File: src/rtl/button_debouncer_if.sv
// ---------------------------------------------------------------------------
// button_debouncer_if
// Bundles the pushbutton input and the four debouncer outputs so that one
// instance per game button can be wired with a single connection.
//   pb_in     raw pushbutton, asynchronous, active-high, bouncy
//   db_level  debounced button level
//   scen      single-clock enable, one pulse per accepted press
//   mcen      multi-clock enable, press pulse then auto-repeat pulses
//   busy      debouncer is not idle
// master: the side that owns the raw button and consumes the enables.
// slave:  the debouncer itself.
// ---------------------------------------------------------------------------
interface button_debouncer_if;
  logic pb_in;
  logic db_level;
  logic scen;
  logic mcen;
  logic busy;

  modport master (
    output pb_in,
    input  db_level,
    input  scen,
    input  mcen,
    input  busy
  );

  modport slave (
    input  pb_in,
    output db_level,
    output scen,
    output mcen,
    output busy
  );
endinterface

File: src/rtl/button_debouncer.sv
// ---------------------------------------------------------------------------
// button_debouncer
// Per-button debouncer and key-repeat generator. The raw button is brought
// into the clk domain by a two-flop synchroniser, then a state machine with
// a single shared counter accepts presses/releases only after a quiet window
// and produces auto-repeat enables while the button is held.
// Ports:
//   clk   system clock
//   rst   asynchronous, active-high reset
//   btn   button_debouncer_if.slave (pb_in in; db_level/scen/mcen/busy out)
// Parameters:
//   CNT_W     width of the shared timing counter
//   DEB_CNT   stable cycles needed to accept a press or release
//   HOLD_CNT  cycles held after press before auto-repeat starts
//   RPT_CNT   cycles between auto-repeat pulses
// All counts must be >= 2 and < 2**CNT_W.
// ---------------------------------------------------------------------------
module button_debouncer #(
  parameter int CNT_W    = 26,
  parameter int DEB_CNT  = 1_000_000,
  parameter int HOLD_CNT = 50_000_000,
  parameter int RPT_CNT  = 10_000_000
) (
  input  logic          clk,
  input  logic          rst,
  button_debouncer_if.slave btn
);

  typedef enum logic [2:0] {
    INI,
    WQ,
    SCEN_ST,
    WH,
    MCEN_ST,
    RPT,
    RLS_WQ
  } state_t;

  // Terminal values are compared before any increment, so the counter
  // never needs to hold a value larger than count-1.
  localparam logic [CNT_W-1:0] DEB_TC  = CNT_W'(DEB_CNT - 1);
  localparam logic [CNT_W-1:0] HOLD_TC = CNT_W'(HOLD_CNT - 1);
  localparam logic [CNT_W-1:0] RPT_TC  = CNT_W'(RPT_CNT - 1);

  logic             s1;
  logic             s2;
  logic             pb_sync;
  state_t           state_q;
  state_t           state_d;
  logic [CNT_W-1:0] count_q;
  logic [CNT_W-1:0] count_d;
  logic             db_level_q;
  logic             scen_q;
  logic             mcen_q;
  logic             busy_q;

  // Two-flop synchroniser; nothing else ever looks at pb_in directly.
  always_ff @(posedge clk or posedge rst) begin
    if (rst) begin
      s1 <= 1'b0;
      s2 <= 1'b0;
    end else begin
      s1 <= btn.pb_in;
      s2 <= s1;
    end
  end

  assign pb_sync = s2;

  // State, counter and output registers. Outputs are registered from the
  // next-state decode so they change exactly with the state register but
  // never glitch on an encoding transition.
  always_ff @(posedge clk or posedge rst) begin
    if (rst) begin
      state_q    <= INI;
      count_q    <= '0;
      db_level_q <= 1'b0;
      scen_q     <= 1'b0;
      mcen_q     <= 1'b0;
      busy_q     <= 1'b0;
    end else begin
      state_q    <= state_d;
      count_q    <= count_d;
      db_level_q <= (state_d != INI) && (state_d != WQ);
      scen_q     <= (state_d == SCEN_ST);
      mcen_q     <= (state_d == SCEN_ST) || (state_d == MCEN_ST);
      busy_q     <= (state_d != INI);
    end
  end

  // Next-state and counter logic. In the held states a release is checked
  // first so it wins over a terminal count on the same edge. A bounce during
  // the release wait restarts the quiet window instead of re-pressing, so a
  // new scen can only come after passing back through INI.
  always_comb begin
    state_d = state_q;
    count_d = count_q;
    case (state_q)
      INI: begin
        count_d = '0;
        if (pb_sync) state_d = WQ;
      end
      WQ: begin
        if (!pb_sync) begin
          state_d = INI;
          count_d = '0;
        end else if (count_q == DEB_TC) begin
          state_d = SCEN_ST;
          count_d = '0;
        end else begin
          count_d = count_q + CNT_W'(1);
        end
      end
      SCEN_ST: begin
        state_d = WH;
        count_d = '0;
      end
      WH: begin
        if (!pb_sync) begin
          state_d = RLS_WQ;
          count_d = '0;
        end else if (count_q == HOLD_TC) begin
          state_d = MCEN_ST;
          count_d = '0;
        end else begin
          count_d = count_q + CNT_W'(1);
        end
      end
      MCEN_ST: begin
        state_d = RPT;
        count_d = '0;
      end
      RPT: begin
        if (!pb_sync) begin
          state_d = RLS_WQ;
          count_d = '0;
        end else if (count_q == RPT_TC) begin
          state_d = MCEN_ST;
          count_d = '0;
        end else begin
          count_d = count_q + CNT_W'(1);
        end
      end
      RLS_WQ: begin
        if (pb_sync) begin
          count_d = '0;
        end else if (count_q == DEB_TC) begin
          state_d = INI;
          count_d = '0;
        end else begin
          count_d = count_q + CNT_W'(1);
        end
      end
      default: begin
        state_d = INI;
        count_d = '0;
      end
    endcase
  end

  assign btn.db_level = db_level_q;
  assign btn.scen     = scen_q;
  assign btn.mcen     = mcen_q;
  assign btn.busy     = busy_q;

endmodule
File: src/flat_wrapper.sv
// flat-port wrapper written by rule: the top's interface ports become plain ports
module button_debouncer_flat 
#(
  parameter int CNT_W    = 26,
  parameter int DEB_CNT  = 1_000_000,
  parameter int HOLD_CNT = 50_000_000,
  parameter int RPT_CNT  = 10_000_000
)
  (clk, rst, btn_pb_in, btn_db_level, btn_scen, btn_mcen, btn_busy);
  button_debouncer_if btn_i ();
  input  logic clk;
  input  logic rst;
  input wire logic [$bits(btn_i.pb_in)-1:0] btn_pb_in;
  output wire logic [$bits(btn_i.db_level)-1:0] btn_db_level;
  output wire logic [$bits(btn_i.scen)-1:0] btn_scen;
  output wire logic [$bits(btn_i.mcen)-1:0] btn_mcen;
  output wire logic [$bits(btn_i.busy)-1:0] btn_busy;
  assign btn_i.pb_in = btn_pb_in;
  assign btn_db_level = btn_i.db_level;
  assign btn_scen = btn_i.scen;
  assign btn_mcen = btn_i.mcen;
  assign btn_busy = btn_i.busy;
  button_debouncer #(.CNT_W(CNT_W), .DEB_CNT(DEB_CNT), .HOLD_CNT(HOLD_CNT), .RPT_CNT(RPT_CNT)) u_core (.clk(clk), .rst(rst), .btn(btn_i));
endmodule
File: config.mk
export PLATFORM = sky130hd
export DESIGN_NAME = button_debouncer_flat
export DESIGN_NICKNAME = d
export VERILOG_FILES = /design/src/rtl/button_debouncer_if.sv /design/src/rtl/button_debouncer.sv /design/src/flat_wrapper.sv
export SDC_FILE = /design/constraint.sdc
export NUM_CORES = 1
export LEC_CHECK = 0
export CAP_MARGIN = 40
export CORE_ASPECT_RATIO = 0.6
export CORE_MARGIN = 8
export CORE_UTILIZATION = 29
export CTS_CLUSTER_SIZE = 30
export DETAILED_ROUTE_END_ITERATION = 6
export PLACE_DENSITY = 0.48
export RECOVER_POWER = 50
export SYNTH_ARGS = -nofsm -noshare
export SYNTH_HDL_FRONTEND = slang
export SYNTH_SLANG_ARGS = --single-unit
File: constraint.sdc
create_clock -name clk -period 2.3 [get_ports clk]
set_input_delay 0.69 -clock clk [delete_from_list [all_inputs] [get_ports clk]]
set_output_delay 0.69 -clock clk [all_outputs]
set_load 0.05 [all_outputs]
==> out/summary.txt <==
Num Clock Sinks -> 35
Slew Limit Fails -> 0
Critical Path Fanout Max -> 26
Pint -> 0.0008456 W
Power share of the sequential group -> 0.567
Antenna Cells -> 0
FF-to-FF path depth -> 6
Synthesized area -> 1819 um2
CP arrival -> 2330 ps
Largest net degree at the start of global routing -> 36
Worst Skew -> 9.152 ps
Power Dens Cells -> 532.7 nW/um2
Met3 Use GR -> 0.03251
DR WL/cell -> 13.59 um
DRC Markers -> 0
Drt first-iter violations -> 94
Worst r2r src -> u_core.count_q[12]
Combinational power share -> 0.046
Critical Path RT -> 2470 ps
Final hold viol count -> 0
Hold Path Class -> reg -> reg
Ys async rst share -> 1.000
Yosys cell types -> 40
# IOs -> 7
Worst slack, placed -> 195.3 ps
Top FF cell, synth -> dfrtp_1
Vias per cell -> 4.801
Share of the synthesized area in the top cell type -> 0.4814
IO buf count -> 6
Chip width -> 118.3 um
Initial core utilization -> 0.2991
First-pass GRT wire length -> 6713 um
Max-Cap Viols -> 0
Status -> finished, final reports clean
Final worst slack -> 140.7 ps
Worst R2R End -> u_core.count_q[13]
Total CTS buffers -> 5
Clk pwr share -> 0.387
Post-CTS Setup Bufs -> 0
P&R area growth vs syn -> 14.58%
Max VDD drop -> 208.9 uV
Post-synth top area cell -> dfrtp_1
Hold Crit Start -> u_core.s1
Core region area -> 6083 um2
Initial antenna violation count -> 0
Switch share -> 0.2385
Min Tclk post-route -> 2159 ps
Worst slew pin tran -> 875.3 ps
Met2 Track Usage GR -> 0.1124
Layout cells sized above 1 -> 0.1162
Register-to-register setup slack -> 140 ps
Most instantiated cells after synthesis -> 35 x dfrtp_1, 34 x nor2_1, 13 x nand3_1, 13 x xor2_1, 11 x xnor2_1
Post-Syn Instances -> 186
Endpoints failing setup -> 0
Hold-critical path endpoint -> u_core.pb_sync
Total negative slack -> 0 ps
Unrepaired setup endpoints after global routing -> no
Top cells by area, synth -> dfrtp_1 48%, nor2_1 7.0%, xor2_1 6.3%, xnor2_1 5.3%, nand3_1 3.6%
Slew margin rel. -> 0.4165
Clk slew on worst S/H paths -> 70 ps
ANT nets after route -> 0
Synthesized net count -> 190
Root Buffer -> clkbuf_8
Startpoint Class -> flop
CTS tree -> yes
Total Die Area -> 9147 um2
All-layer global routing usage -> 0.08958
Post-Route WL -> 3832 um
Total power -> 0.001110 W
Critical-path top delay cell -> nor4_1
GPL Wtd Cong -> 0.8004
Sw Pwr -> 0.0002648 W
FF+latch count, synth -> 35
Critical path class -> reg -> reg
Met1 Usage GRT -> 0.1391
Die Ht -> 77.35 um
Hpwl dp -> 2707 um
GRT overflow -> 0
Busiest grt layer -> met1
CP Capture Type -> flop
Post-synth EDFFs -> 0
Worst-path cell chain -> nor4_1 -> nand3_1 -> or4_4 -> a21boi_4 -> buf_12 -> nor2_1
CTS max path bufs -> 2
Synth Warn # -> 0
H-tree depth -> 2
Most numerous cell in the Yosys netlist -> dfrtp_1
Final Util -> 0.3427
Via count -> 1354
Synthesized area per cell -> 9.781 um2
Worst Hold Slack -> 349.0 ps
Sequential fraction of the synthesis area -> 0.4814
Leakage -> 0.8536 nW
Max Fclk -> 463.1 MHz
Floorplan row count -> 22
Final period util -> 0.9388
Fin nets -> 201
Hold depth -> 0
1st-pass router iterations -> 4
Vias in the first global route -> 1281
# hold bufs at CTS -> 0
Clk Latency, worst-skew pair -> 280 ps
Crit path largest cell delay -> 480 ps
## cell usage in the layout, fill, tap and decap left out, types with 2 or more instances in the layout
cell type	synthesis	layout
o21ai_0	5	5
nand3_2	1	2
dfrtp_1	35	35
or4_4	2	2
dlygate4sd3_1	0	2
clkbuf_8	0	5
xor2_1	13	13
and3_1	5	5
nand3_1	13	12
clkinv_2	0	3
clkdlybuf4s50_1	0	4
nor4_1	3	3
xnor2_1	11	11
and4_1	4	4
buf_4	0	2
nor2_1	34	34
nand2_1	9	9
o31ai_1	2	2
nor2b_1	2	2
and2_1	2	2
inv_1	4	4
nor3_1	5	5
nand4_1	6	6
a21oi_1	4	4
nor2_2	2	2
## layout make-up
type | count | area, um2
clock buffers | 5 | 68.82
fillers | 624 | 3999
flip-flops and latches | 35 | 875.8
well taps | 84 | 105.1
inverters | 4 | 15.01
multi-input cells | 141 | 904.6
repair buffers | 10 | 100.1
clock inverters | 3 | 15.01
## worst max-delay path: cells and delay by family, from the launching register on
family | cells | cell delay [ps]
simple gates | 4 | 1240
flops | 1 | 460
buf+inv | 1 | 180
compound gates | 1 | 170
## stage by stage
stage	cells	area, um2
2_1_floorplan	186	1819
3_3_place_gp	274	1989
3_5_place_dp	274	1989
4_1_cts	282	2073
5_1_grt	282	2085
6_report	282	2085
## metal layers
layer,routed length [um],part of all wire
met1,2115,0.55
met2,1508,0.39
met3,207,0.054
met4,0,0
met5,0,0
## flip-flops by register name, summed over array words and instances (netlist names)
register	count
u_core.count_q	26
u_core.btn.scen	1
u_core.btn.busy	1
u_core.state_q	3
u_core.s1	1
u_core.pb_sync	1
u_core.btn.db_level	1
u_core.btn.mcen	1
## power groups by stage
stage | Sequential, W | Combinational [W] | Clock [W]
after floorplan | 0.000641 | 0.0000371 | 0
after global placement | 0.000641 | 0.0000554 | 0
after detailed placement | 0.000641 | 0.0000548 | 0
after CTS | 0.000629 | 0.0000548 | 0.000452
after global routing | 0.000631 | 0.0000587 | 0.000482
final | 0.000630 | 0.0000514 | 0.000429
## kinds of logic (layout without fill, tap and decap cells)
kind of cell	after synthesis	count (layout)	synth area share
fa+ha+maj	1	1	0.006876
xor+xnor	24	24	0.1155
simple gates	99	99	0.2999
flops	35	35	0.4814
compound gates	17	17	0.06740
buf+inv	10	22	0.02888
## worst max path at each step
stage	cells past startpoint	startpoint	slack, ps	to
after floorplan	7	u_core.count_q[0]	340	u_core.count_q[10]
after global placement	8	u_core.count_q[0]	230	u_core.count_q[13]
after detailed placement	8	u_core.count_q[0]	200	u_core.count_q[8]
after CTS	1	u_core.btn.db_level	170	btn_db_level
after global routing	8	u_core.count_q[0]	50	u_core.count_q[25]
final	6	u_core.count_q[12]	140	u_core.count_q[13]
## repair_timing
action | 4_1_cts | 5_1_grt
endpoints found under the hold margin | 0 | 0
setup endpoints to repair | 0 | 26
resized for setup | 0 | 2
No activity file was read; power rests on OpenSTA's default activity.
